## config.mk

```make
export PLATFORM = sky130hd
export DESIGN_NAME = oam_dma_engine_flat
export DESIGN_NICKNAME = d
export VERILOG_FILES = /design/src/rtl/oam_dma_engine_if.sv /design/src/rtl/oam_dma_engine.sv /design/src/flat_wrapper.sv
export SDC_FILE = /design/constraint.sdc
export NUM_CORES = 1
export LEC_CHECK = 0
export CAP_MARGIN = 20
export CORE_MARGIN = 10
export CORE_UTILIZATION = 44
export CTS_CLUSTER_SIZE = 28
export DETAILED_ROUTE_END_ITERATION = 12
export GPL_TIMING_DRIVEN = 0
export PLACE_DENSITY = 0.92
export SETUP_SLACK_MARGIN = 0.4
export SLEW_MARGIN = 30
export SYNTH_ARGS = -nofsm -noshare
export SYNTH_HDL_FRONTEND = slang
export SYNTH_SLANG_ARGS = --single-unit
```

## constraint.sdc

```tcl
create_clock -name iClock -period 3.88 [get_ports iClock]
set_input_delay 0.582 -clock iClock [delete_from_list [all_inputs] [get_ports iClock]]
set_output_delay 0.582 -clock iClock [all_outputs]
set_load 0.01 [all_outputs]
```

## src/rtl/oam_dma_engine_if.sv

```systemverilog
// CPU <-> MMU bus bundle seen by the OAM DMA engine.
// Signal names keep the DZCPU/MMU naming; i*/o* are relative to the engine.
//   master : the DMA engine (drives MMU side, returns data/wait to the CPU)
//   slave  : the environment (CPU drives i*Cpu*, MMU returns iMmuData)
interface oam_dma_engine_if;
  logic [15:0] iCpuAddr;
  logic [7:0]  iCpuData;
  logic        iCpuWe;
  logic [7:0]  oCpuData;
  logic        oCpuWait;
  logic [15:0] oMmuAddr;
  logic [7:0]  oMmuData;
  logic        oMmuWe;
  logic [7:0]  iMmuData;

  modport master (
    input  iCpuAddr, iCpuData, iCpuWe, iMmuData,
    output oCpuData, oCpuWait, oMmuAddr, oMmuData, oMmuWe
  );

  modport slave (
    output iCpuAddr, iCpuData, iCpuWe, iMmuData,
    input  oCpuData, oCpuWait, oMmuAddr, oMmuData, oMmuWe
  );
endinterface

```

## src/rtl/oam_dma_engine.sv

```systemverilog
// Game Boy OAM DMA engine. Sits between the CPU memory port and the MMU.
// A CPU write of XX to DMA_REG_ADDR copies XFER_LEN bytes from XX00.. to
// DST_BASE.., one READ + one WRITE cycle per byte, with the CPU stalled.
// Outside a transfer the MMU port is a combinational pass-through.
//
// Ports:
//   iClock, iReset : clock, asynchronous active-high reset
//   bus (master)   : CPU address/data/we in, read data/wait out; MMU addr/data/we out, data in
//   oDmaReg        : last value written to DMA_REG_ADDR
//   oDone          : one-cycle pulse in the WRITE cycle of the final byte
//
// Optional build macro PGB_DMA_SRC_CLAMP_EN: source pages >= E0 are read
// from page-20 (echo RAM mirrored onto WRAM). oDmaReg keeps the raw value.
module oam_dma_engine #(
  parameter logic [15:0] DMA_REG_ADDR = 16'hFF46,
  parameter logic [15:0] DST_BASE     = 16'hFE00,
  parameter int unsigned XFER_LEN     = 160
) (
  input  logic                    iClock,
  input  logic                    iReset,
  oam_dma_engine_if.master        bus,
  output logic [7:0]              oDmaReg,
  output logic                    oDone
);

  localparam logic [7:0] LastIdx = 8'(XFER_LEN - 1);

  typedef enum logic [1:0] {StIdle, StRead, StWrite} state_e;

  state_e      state_q, state_d;
  logic [7:0]  cnt_q, cnt_d;
  logic [7:0]  dma_reg_q, dma_reg_d;
  logic [7:0]  src_page;
  logic        reg_hit;

  logic [15:0] mmu_addr;
  logic [7:0]  mmu_data;
  logic        mmu_we;
  logic [7:0]  cpu_data;
  logic        cpu_wait;
  logic        done;

`ifdef PGB_DMA_SRC_CLAMP_EN
  assign src_page = (dma_reg_q >= 8'hE0) ? (dma_reg_q - 8'h20) : dma_reg_q;
`else
  assign src_page = dma_reg_q;
`endif

  assign reg_hit = (bus.iCpuAddr == DMA_REG_ADDR);

  always_comb begin
    state_d   = state_q;
    cnt_d     = cnt_q;
    dma_reg_d = dma_reg_q;
    mmu_addr  = bus.iCpuAddr;
    mmu_data  = bus.iCpuData;
    mmu_we    = bus.iCpuWe;
    cpu_data  = bus.iMmuData;
    cpu_wait  = 1'b0;
    done      = 1'b0;

    unique case (state_q)
      StIdle: begin
        // The DMA register lives here, not in the MMU: never forward it.
        if (reg_hit) begin
          mmu_we   = 1'b0;
          cpu_data = dma_reg_q;
          if (bus.iCpuWe) begin
            dma_reg_d = bus.iCpuData;
            cnt_d     = 8'h00;
            state_d   = StRead;
          end
        end
      end
      StRead: begin
        // Low byte never carries since XFER_LEN <= 256.
        mmu_addr = {src_page, 8'h00} + {8'h00, cnt_q};
        mmu_data = 8'h00;
        mmu_we   = 1'b0;
        cpu_data = 8'hFF;
        cpu_wait = 1'b1;
        state_d  = StWrite;
      end
      StWrite: begin
        // iMmuData holds the byte addressed in the preceding READ cycle.
        mmu_addr = DST_BASE + {8'h00, cnt_q};
        mmu_data = bus.iMmuData;
        mmu_we   = 1'b1;
        cpu_data = 8'hFF;
        cpu_wait = 1'b1;
        if (cnt_q == LastIdx) begin
          done    = 1'b1;
          state_d = StIdle;
        end else begin
          cnt_d   = cnt_q + 8'h01;
          state_d = StRead;
        end
      end
      default: state_d = StIdle;
    endcase

    // Keep the MMU port quiet while reset is held, even though IDLE would
    // otherwise pass the CPU straight through.
    if (iReset) begin
      mmu_addr = 16'h0000;
      mmu_data = 8'h00;
      mmu_we   = 1'b0;
    end
  end

  always_ff @(posedge iClock or posedge iReset) begin
    if (iReset) begin
      state_q   <= StIdle;
      cnt_q     <= 8'h00;
      dma_reg_q <= 8'h00;
    end else begin
      state_q   <= state_d;
      cnt_q     <= cnt_d;
      dma_reg_q <= dma_reg_d;
    end
  end

  assign bus.oMmuAddr = mmu_addr;
  assign bus.oMmuData = mmu_data;
  assign bus.oMmuWe   = mmu_we;
  assign bus.oCpuData = cpu_data;
  assign bus.oCpuWait = cpu_wait;
  assign oDmaReg      = dma_reg_q;
  assign oDone        = done;

endmodule

```

## src/flat_wrapper.sv

```systemverilog
// flat-port wrapper written by rule: the top's interface ports become plain ports
module oam_dma_engine_flat 
#(
  parameter logic [15:0] DMA_REG_ADDR = 16'hFF46,
  parameter logic [15:0] DST_BASE     = 16'hFE00,
  parameter int unsigned XFER_LEN     = 160
)
  (iClock, iReset, oDmaReg, oDone, bus_iCpuAddr, bus_iCpuData, bus_iCpuWe, bus_iMmuData, bus_oCpuData, bus_oCpuWait, bus_oMmuAddr, bus_oMmuData, bus_oMmuWe);
  oam_dma_engine_if bus_i ();
  input  logic iClock;
  input  logic iReset;
  output logic [7:0] oDmaReg;
  output logic oDone;
  input wire logic [$bits(bus_i.iCpuAddr)-1:0] bus_iCpuAddr;
  input wire logic [$bits(bus_i.iCpuData)-1:0] bus_iCpuData;
  input wire logic [$bits(bus_i.iCpuWe)-1:0] bus_iCpuWe;
  input wire logic [$bits(bus_i.iMmuData)-1:0] bus_iMmuData;
  output wire logic [$bits(bus_i.oCpuData)-1:0] bus_oCpuData;
  output wire logic [$bits(bus_i.oCpuWait)-1:0] bus_oCpuWait;
  output wire logic [$bits(bus_i.oMmuAddr)-1:0] bus_oMmuAddr;
  output wire logic [$bits(bus_i.oMmuData)-1:0] bus_oMmuData;
  output wire logic [$bits(bus_i.oMmuWe)-1:0] bus_oMmuWe;
  assign bus_i.iCpuAddr = bus_iCpuAddr;
  assign bus_i.iCpuData = bus_iCpuData;
  assign bus_i.iCpuWe = bus_iCpuWe;
  assign bus_i.iMmuData = bus_iMmuData;
  assign bus_oCpuData = bus_i.oCpuData;
  assign bus_oCpuWait = bus_i.oCpuWait;
  assign bus_oMmuAddr = bus_i.oMmuAddr;
  assign bus_oMmuData = bus_i.oMmuData;
  assign bus_oMmuWe = bus_i.oMmuWe;
  oam_dma_engine #(.DMA_REG_ADDR(DMA_REG_ADDR), .DST_BASE(DST_BASE), .XFER_LEN(XFER_LEN)) u_core (.iClock(iClock), .iReset(iReset), .bus(bus_i), .oDmaReg(oDmaReg), .oDone(oDone));
endmodule
```

==> out/qor.csv, run 1 <==
metric;value;unit
first_iter_violations;137;
synth_seq_cells;18;
grt.total_usage;17.8;%
skew;0.00368;ns
crit_slowest_cell;or4bb_1;
async_reset_ff_share;100;%
synthTopCellsByCount;33 x a21oi_1, 18 x dfrtp_1, 16 x nand3_1, 16 x nor2_1, 14 x clkbuf_1;
synth_area_leaders;dfrtp_1 28%, a21oi_1 10%, a221o_1 5.6%, mux2_2 5.6%, nand3_1 5.0%;
leakage;1.10;nW
cp_cell_sequence;clkdlybuf4s50_1 -> or4bb_1 -> nor4_4 -> o21bai_4 -> a221o_1 -> clkdlybuf4s50_1;
grt_remaining_overflow;0;
drc;0;
ys.flop_type;dfrtp_1;
setup_viol;0;
antenna_cells;0;
synth_edf_count;0;
startpoint_type;primary input;
area_delta_synth_final;57.0;%
syn_nets;244;
clock_path_buffers;2;
top_layer_used;met4;
critPathArrivalTime;2.88;ns
synth_cell_types;40;
max-slew-margin-rel;51.5;%
rows;21;
ys_seq_area_share;28.1;%
worst_slack;0.422;ns
grt_start_max_net_pins;19;
htreeDepth;1;
ant_nets;0;
cp_common_cell;clkdlybuf4s50_1;
place.gp.congestion;0.849;
dp_hpwl;4630;um
dr.pass1.iters;4;
max_freq;289;MHz
hold_viol_final;0;
dp_slack;-0.0215;ns
status;finished clean;
ios;78;
cts-buffers-inserted;3;
cts.clk_slew.worst_paths;0.10;ns
clock-sinks;18;
routed-wl-met3;385;um
worstPathMaxFanout;6;
io_buffers;76;
syn_inst;203;
wl_met2;2970;um
worstPathRequired;3.30;ns
ir_worst_vdd;0.282;mV
synth_most_common_cell;a21oi_1;
die_h;80.3;um
nNetsFinal;329;
via_per_inst;5.76;
yosysWarnings;0;
antenna_found_initial;0;
wire_per_inst;18.0;um
insertion_delay;0.31;ns
initial_core_util;46.9;%
die_w;80.3;um
p_per_area;504;mW/mm^2
dr_total_vias;1911;
die_area;0.00645;sq mm
final.fill_count;260;
maxCapViolations;0;
cts_tree;done;
maxSlewViolCount;0;
hold_class;flip-flop to flip-flop;
yosys.area.top_type;dfrtp_1;
wl_met1;2530;um
grt_pass1_wl;9270;um
worst_pin_slew;0.726;ns
crit_family;buffers and inverters;
root_buffer;clkbuf_4;
min_period_over_period;89.1;%
synth_area_per_cell;7.89;sq um
rsz0062_at_grt;yes;
fp.coreArea;0.00342;sq mm
critPathBufInv;2;
wirelength;5960;um
netlist.area_leader.share;28.1;%
post-route-min-period;3.46;ns
fin_hold_ws;0.577;ns
max_stage_delay;0.55;ns
grt_pass1_vias;1754;
critPathKind;primary input to output pin;
end_kind;output pin;
drive_gt1_share;9.44;%
synth_area;0.00160;sq mm
-- layout make-up --
type	count	area [sq um]	area share, %
clock buffer	3	22.5	0.896
multi-input combinational	164	1090	43.5
tap	46	57.6	2.29
buffer	17	72.6	2.89
sequential	18	450	17.9
timing repair buffer	80	802	31.9
inverter	4	15.0	0.597
-- sequential cells by signal, indices dropped and copies added (netlist names) --
| signal | count |
|---|---|
| u_core.cnt_q | 8 |
| u_core.oDmaReg | 8 |
| u_core.state_q | 2 |
-- cell families (layout without fill, tap and decap cells) --
| kind of cell | Yosys count | after routing | share of synthesized area (%) |
|---|---|---|---|
| AND/OR/NAND/NOR | 97 | 97 | 35.2 |
| multiplexers | 8 | 8 | 5.63 |
| flip-flops | 18 | 18 | 28.1 |
| adder cells (fa/ha/maj) | 6 | 6 | 4.69 |
| buffers and inverters | 21 | 104 | 5.23 |
| AO/OA/AOI/OAI | 53 | 53 | 21.2 |
-- timing repair --
item                       CTS  global route
buffers inserted             3             1
hold buffers                 0             0
setup endpoints to repair   19            24
pin swaps                    2             2
gates resized for setup      9            10
-- power breakdown --
group	total (mW)	leakage (nW)	internal, mW	switching (mW)
registers	0.229	0.248	0.205	0.0245
logic	0.939	0.842	0.445	0.494
clock network	0.0984	0.0138	0.0363	0.0620
total	1.27	1.10	0.686	0.580
-- per-stage QoR --
step | instances | power (mW) | setup TNS (ns) | utilization, % | cell area (sq um)
floorplan | 203 | 0.737 | 0 | - | 1600
global placement | 325 | 1.15 | -0.480 | 70.8 | 2420
detailed placement | 325 | 1.16 | -0.0421 | 71.0 | 2430
CTS | 331 | 1.26 | 0 | 72.6 | 2480
global route | 332 | 1.36 | 0 | 73.6 | 2510
finish | 332 | 1.27 | 0 | 73.6 | 2510
-- layer usage --
metal | vias to the layer above | GRT usage [%]
li1 | 908 | -
met1 | 916 | 22.6
met2 | 80 | 30.3
met3 | 7 | 2.45
met4 | 0 | 4.93
met5 | - | 0
-- final timing paths --
path,startpoint,endpoint,slack [ns],cells after the start
setup reg to reg,u_core.state_q[0],u_core.cnt_q[2],1.96,6
setup / recovery,bus_iCpuAddr[14],bus_oCpuData[5],0.42,6
hold reg to reg,u_core.oDmaReg[6],u_core.oDmaReg[6],0.58,1
max in group asynchronous,iReset,u_core.cnt_q[1],2.61,3
hold / removal,u_core.oDmaReg[6],u_core.oDmaReg[6],0.58,1
min in group asynchronous,iReset,u_core.oDmaReg[3],0.81,3
-- placed cells by master (no fill, tap or decap), types with 10 or more instances in the layout --
cell type        instances
clkdlybuf4s50_1         64
a21oi_1                 33
dfrtp_1                 18
nand3_1                 16
nor2_1                  16
nand2b_1                12
clkbuf_1                11
nor3_1                  11
nand2_1                 10
Note: power is estimated with default switching activity, not from simulation.
==> inputs of run 2 (changes only) <==
--- a/config.mk
+++ b/config.mk
@@ -8,9 +8,10 @@
 export CAP_MARGIN = 20
 export CORE_MARGIN = 10
 export CORE_UTILIZATION = 44
+export CTS_CLUSTER_DIAMETER = 40
 export CTS_CLUSTER_SIZE = 28
 export DETAILED_ROUTE_END_ITERATION = 12
-export GPL_TIMING_DRIVEN = 0
+export GPL_TIMING_DRIVEN = 1
 export PLACE_DENSITY = 0.92
 export SETUP_SLACK_MARGIN = 0.4
 export SLEW_MARGIN = 30
==> run 2 against run 1 <==
Against the previous run:
- first-iteration DRC count increased by 7.3%
- via count decreased by 1.2%
- highest routed layer unchanged
- final area decreased by 1.8%
- maximum frequency decreased by 2.2%
- critical endpoint is now bus_oCpuData[1]
- largest power group unchanged
==> out/qor.csv, run 2 (synthesized netlist as in run 1, its figures left out) <==
metric;value;unit;change
critPathKind;primary input to output pin;;unchanged
cts-buffers-inserted;3;;unchanged
io_buffers;77;;was 76
end_kind;output pin;;unchanged
first_iter_violations;147;;was 137
ir_worst_vdd;0.318;mV;was 0.282 mV
clock_path_buffers;2;;unchanged
grt_pass1_vias;1739;;was 1754
htreeDepth;1;;unchanged
grt.total_usage;17.5;%;was 17.8%
leakage;1.08;nW;was 1.10 nW
fp.coreArea;0.00342;sq mm;unchanged
p_sw;0.549;mW;was 0.580 mW
dp_slack;0.169;ns;was -0.0215 ns
startpoint_type;primary input;;unchanged
area_delta_synth_final;54.1;%;was 57.0%
maxSlewViolCount;0;;unchanged
worst_slack;0.345;ns;was 0.422 ns
tns;0;ns;unchanged
dp_hpwl;4490;um;was 4630 um
die_h;80.3;um;unchanged
maxCapViolations;0;;unchanged
ios;78;;unchanged
critPathArrivalTime;2.95;ns;was 2.88 ns
drc;0;;unchanged
worstPathRequired;3.30;ns;about the same
grt_start_max_net_pins;30;;was 19
dr_total_vias;1888;;was 1911
clock-sinks;18;;unchanged
p_per_area;508;mW/mm^2;was 504 mW/mm^2
hold_end;u_core.cnt_q[7];;was u_core.oDmaReg[6]
wirelength;5850;um;was 5960 um
root_buffer;clkbuf_4;;unchanged
status;finished clean;;unchanged
min_period_over_period;91.1;%;was 89.1%
final_common_cell;clkdlybuf4s50_1;;unchanged
via_per_inst;5.90;;was 5.76
nNetsFinal;316;;was 329
final.fill_count;266;;was 260
worstHoldStart;u_core.cnt_q[7];;was u_core.oDmaReg[6]
min_path_cells;1;;unchanged
hold_viol_final;0;;unchanged
worst_pin_slew;0.703;ns;was 0.726 ns
r2r_slack;1.71;ns;was 1.96 ns
pwr-share-clk;9.3;%;was 7.8%
hold_class;flip-flop to flip-flop;;unchanged
p_sw_share;43.8;%;was 45.8%
rsz0062_at_grt;yes;;unchanged
cts_tree;done;;unchanged
pwr-share-comb;72.6;%;was 74.1%
max_stage_delay;0.57;ns;was 0.55 ns
die_area;0.00645;sq mm;unchanged
cp_cell_sequence;clkdlybuf4s50_1 -> or4b_4 -> nor4_4 -> o21bai_4 -> a221o_1 -> clkdlybuf4s50_1;;was clkdlybuf4s50_1 -> or4bb_1 -> nor4_4 -> o21bai_4 -> a221o_1 -> clkdlybuf4s50_1
dr.pass1.iters;4;;unchanged
initial_core_util;46.9;%;unchanged
postLayoutCoreUtil;72.3;%;was 73.6%
drive_gt1_share;9.49;%;was 9.44%
antenna_cells;0;;unchanged
wire_per_inst;18.3;um;was 18.0 um
internal_power;0.705;mW;was 0.686 mW
setup_viol;0;;unchanged
place.gp.congestion;0.843;;was 0.849
worstSetupStartpoint;bus_iCpuAddr[0];;was bus_iCpuAddr[14]
grt_remaining_overflow;0;;unchanged
mostFrequentLayoutCells;68 x clkdlybuf4s50_1, 33 x a21oi_1, 18 x dfrtp_1;;was 64 x clkdlybuf4s50_1, 33 x a21oi_1, 18 x dfrtp_1
pwr-share-seq;18.1;%;about the same
worstPathMaxFanout;8;;was 6
insertion_delay;0.29;ns;was 0.31 ns
skew;0.00230;ns;was 0.00368 ns
r2r_start;u_core.state_q[0];;unchanged
rows;21;;unchanged
reg2reg_to;u_core.cnt_q[2];;unchanged
antenna_found_initial;0;;unchanged
cp_common_cell;clkdlybuf4s50_1;;unchanged
max-slew-margin-rel;53.1;%;was 51.5%
rr_worst_depth;6;;unchanged
die_w;80.3;um;unchanged
grt_pass1_wl;9180;um;was 9270 um
max_freq;283;MHz;was 289 MHz
ant_nets;0;;unchanged
post-route-min-period;3.53;ns;was 3.46 ns
crit_slowest_cell;or4b_4;;was or4bb_1
cts.clk_slew.worst_paths;0.10;ns;about the same
[run 2: cell types whose count changed in the layout (fill, tap and decap cells not counted)]
| cell | before | now |
|---|---|---|
| dlygate4sd2_1 | 5 | 2 |
| buf_4 | 5 | 7 |
| clkbuf_1 | 11 | 0 |
| nor4_1 | 0 | 1 |
| dlymetal6s2s_1 | 7 | 6 |
| clkbuf_2 | 3 | 0 |
| nor4_4 | 2 | 1 |
| buf_1 | 1 | 0 |
| clkdlybuf4s50_1 | 64 | 68 |
| clkbuf_8 | 0 | 1 |
[run 2: what timing repair did]
item	4_1_cts	5_1_grt
setup buffers	2	2
pin swaps	1	1
gates resized for setup	4	6
endpoints found under the setup margin	9	7
gates cloned	0	0
hold buffers	0	0
[run 2: critical path, delay by kind of cell]
family / cells / cell delay, ns
buffers and inverters: 2 / 0.94
AOI/OAI and AO/OA: 2 / 0.51
and+or+nand+nor: 2 / 0.91
[run 2: cell type report]
cell class | count | area (sq um) | share of cell area, %
Tap cell | 46 | 57.6 | 2.33
Clock buffer | 4 | 36.3 | 1.47
Timing Repair Buffer | 84 | 831 | 33.7
Sequential cell | 18 | 450 | 18.2
Inverter | 4 | 15.0 | 0.608
Multi-Input combinational cell | 164 | 1080 | 43.7
[run 2: how the worst max path moves through the flow]
stage                            endpoint  slack [ns]  cells past startpoint
after global placement    bus_oCpuData[1]        0.25                      6
after global routing      bus_oCpuData[1]        0.28                      6
after CTS                 bus_oCpuData[1]        0.33                      6
after detailed placement  bus_oCpuData[4]        0.17                      6
after floorplan           bus_oCpuData[0]        1.14                      4
final                     bus_oCpuData[1]        0.35                      6
[run 2: power groups by stage]
| stage | sequential, mW | combinational (mW) | clock [mW] |
|---|---|---|---|
| finish | 0.227 | 0.911 | 0.116 |
| global route | 0.230 | 0.985 | 0.133 |
| CTS | 0.227 | 0.907 | 0.120 |
| detailed placement | 0.231 | 0.894 | 0 |
| global placement | 0.230 | 0.875 | 0 |
| floorplan | 0.225 | 0.513 | 0 |
[run 2: through the flow]
step,power [mW],cell area [sq um],std cells,hold WS [ns]
finish,1.25,2470,320,0.582
floorplan,0.737,1600,203,0.502
CTS,1.25,2440,318,0.575
global route,1.35,2470,320,0.614
global placement,1.10,2380,312,0.533
detailed placement,1.12,2380,312,0.544
[run 2: routing by layer]
| layer | vias up | part of all wire, % | track usage [%] |
|---|---|---|---|
| met5 | - | 0 | 0 |
| met4 | 0 | 1.8 | 4.93 |
| met3 | 10 | 6.4 | 2.23 |
| met2 | 88 | 50 | 30.6 |
| met1 | 891 | 42 | 21.8 |
| li1 | 899 | - | - |
==> inputs of run 3 (changes only) <==
--- a/config.mk
+++ b/config.mk
@@ -7,12 +7,12 @@
 export LEC_CHECK = 0
 export CAP_MARGIN = 20
 export CORE_MARGIN = 10
-export CORE_UTILIZATION = 44
+export CORE_UTILIZATION = 41
 export CTS_CLUSTER_DIAMETER = 40
 export CTS_CLUSTER_SIZE = 28
 export DETAILED_ROUTE_END_ITERATION = 12
 export GPL_TIMING_DRIVEN = 1
-export PLACE_DENSITY = 0.92
+export PLACE_DENSITY = 0.87
 export SETUP_SLACK_MARGIN = 0.4
 export SLEW_MARGIN = 30
 export SYNTH_ARGS = -nofsm -noshare
==> constraint.sdc (replaced) <==
create_clock -name iClock -period 3.7 [get_ports iClock]
set_input_delay 0.555 -clock iClock [delete_from_list [all_inputs] [get_ports iClock]]
set_output_delay 0.555 -clock iClock [all_outputs]
set_load 0.01 [all_outputs]
==> run 3 against run 2 <==
Against the previous run:
- clock skew grew 0.0017 ns
- sequential share of layout area shrank 0.11 points
- critical path depth grew 1
- critical endpoint is now bus_oCpuData[6]
- register-to-register slack lost 0.20 ns
- combinational power grew 6.1%
- via count shrank 2.3%
- flip-flop and latch count is the same
- cell count grew 1.6%
- hold slack lost 0.0069 ns
- first-iteration DRC count shrank 4.1%
- die area grew 5.5%
- core utilization shrank 5.4 points
==> out/qor.csv, run 3 (synthesized netlist as in run 1, its figures left out) <==
metric;value;unit;change
dp.cells;315;;was 312
grt.total_usage;17.4;%;was 17.5%
dr.pass1.iters;4;;unchanged
internal_power;0.756;mW;was 0.705 mW
die_area;0.00681;sq mm;was 0.00645 sq mm
dr_total_vias;1845;;was 1888
clock_path_buffers;2;;unchanged
area_delta_synth_final;55.1;%;was 54.1%
status;finished clean;;unchanged
cts_tree;done;;unchanged
fp.coreArea;0.00372;sq mm;was 0.00342 sq mm
worstPathRequired;3.14;ns;was 3.30 ns
leakage;1.08;nW;about the same
worst_pin_slew;0.724;ns;was 0.703 ns
antenna_cells;0;;unchanged
end_kind;output pin;;unchanged
p_per_area;541;mW/mm^2;was 508 mW/mm^2
maxCapViolations;0;;unchanged
hold_class;flip-flop to flip-flop;;unchanged
hold_viol_final;0;;unchanged
p_sw_share;43.7;%;was 43.8%
ir_worst_vdd;0.310;mV;was 0.318 mV
dp_slack;0.0715;ns;was 0.169 ns
wirelength;5920;um;was 5850 um
critPathArrivalTime;2.62;ns;was 2.95 ns
via_per_inst;5.68;;was 5.90
maxSlewViolCount;0;;unchanged
nNetsFinal;320;;was 316
grt_pass1_wl;9450;um;was 9180 um
min_period_over_period;85.8;%;
grt_remaining_overflow;0;;unchanged
postLayoutCoreUtil;66.8;%;was 72.3%
insertion_delay;0.25;ns;was 0.29 ns
pwr-share-clk;10.0;%;was 9.3%
final_common_cell;clkdlybuf4s50_1;;unchanged
die_h;82.5;um;was 80.3 um
mostFrequentLayoutCells;60 x clkdlybuf4s50_1, 33 x a21oi_1, 18 x dfrtp_1;;was 68 x clkdlybuf4s50_1, 33 x a21oi_1, 18 x dfrtp_1
die_w;82.5;um;was 80.3 um
initial_core_util;43.1;%;was 46.9%
p_sw;0.586;mW;was 0.549 mW
critPathKind;primary input to output pin;;unchanged
setup_viol;0;;unchanged
max-slew-margin-rel;51.7;%;was 53.1%
ios;78;;unchanged
grt_pass1_vias;1829;;was 1739
drive_gt1_share;12.3;%;was 9.49%
pwr-share-comb;72.0;%;was 72.6%
clock-sinks;18;;unchanged
skew;0.00404;ns;was 0.00230 ns
place.gp.congestion;0.873;;was 0.843
rsz0062_at_grt;no;;was yes
rows;22;;was 21
tns;0;ns;unchanged
finalPower;1.34;mW;was 1.25 mW
cts-buffers-inserted;3;;unchanged
grt_start_max_net_pins;31;;was 30
wire_per_inst;18.2;um;was 18.3 um
startpoint_type;primary input;;unchanged
worst_slack;0.525;ns;was 0.345 ns
first_iter_violations;141;;was 147
worstPathMaxFanout;5;;was 8
max_freq;315;MHz;
fin_cells;325;;was 320
cts.clk_slew.worst_paths;0.07;ns;was 0.10 ns
post-route-min-period;3.17;ns;
ant_nets;0;;unchanged
io_buffers;77;;unchanged
antenna_found_initial;0;;unchanged
root_buffer;clkbuf_8;;was clkbuf_4
dp_hpwl;4590;um;was 4490 um
drc;0;;unchanged
htreeDepth;1;;unchanged
pwr-share-seq;18.0;%;was 18.1%
-- run 3: final cells by class --
| class | count | area, sq um |
|---|---|---|
| fillers | 309 | 1230 |
| repair buffers | 88 | 835 |
| flip-flops and latches | 18 | 450 |
| well taps | 48 | 60.1 |
| inverters | 4 | 15.0 |
| multi-input cells | 164 | 1080 |
| clock buffers | 3 | 41.3 |
-- run 3: worst paths after layout --
check                             startpoint                 to  slack [ns]  cells after the start
max                          bus_iCpuAddr[3]    bus_oCpuData[6]        0.53                      7
min                          u_core.cnt_q[7]    u_core.cnt_q[7]        0.58                      1
max reg2reg                u_core.state_q[0]    u_core.cnt_q[2]        1.51                      6
min reg2reg                  u_core.cnt_q[7]    u_core.cnt_q[7]        0.58                      1
max in group asynchronous             iReset  u_core.oDmaReg[6]        2.25                      3
min in group asynchronous             iReset  u_core.state_q[0]        0.99                      3
-- run 3: power by group through the flow --
stage | logic, mW | clock network, mW | registers (mW)
after global placement | 0.922 | 0 | 0.242
after CTS | 0.949 | 0.137 | 0.241
after detailed placement | 0.940 | 0 | 0.245
after global routing | 1.05 | 0.148 | 0.244
after floorplan | 0.538 | 0 | 0.236
final | 0.967 | 0.134 | 0.242
-- run 3: metrics by stage --
step | cell area, sq um | hold WS (ns)
4_1_cts | 2460 | 0.562
6_report | 2480 | 0.575
3_5_place_dp | 2390 | 0.545
3_3_place_gp | 2390 | 0.528
2_1_floorplan | 1600 | 0.502
5_1_grt | 2480 | 0.605
-- run 3: metal layers --
metal	up-vias	GRT usage, %	routed length (um)
li1	899	-	-
met3	4	2.59	463
met2	71	30.9	3000
met4	0	5.85	69
met5	-	0	0
met1	871	20.9	2390
-- run 3: what timing repair did --
item / 4_1_cts / 5_1_grt
buffers inserted: 5 / 2
endpoints found under the setup margin: 9 / 6
resized for setup: 32 / 5
hold buffers: 0 / 0
pin swaps: 3 / 2
-- run 3: worst max-delay path: stages --
cell and delay, ns:
dlygate4sd2_1 0.26, or4b_4 0.56, nor4_4 0.37, o21bai_4 0.12, buf_4 0.15, a221o_1 0.34, clkdlybuf4s15_1 0.26
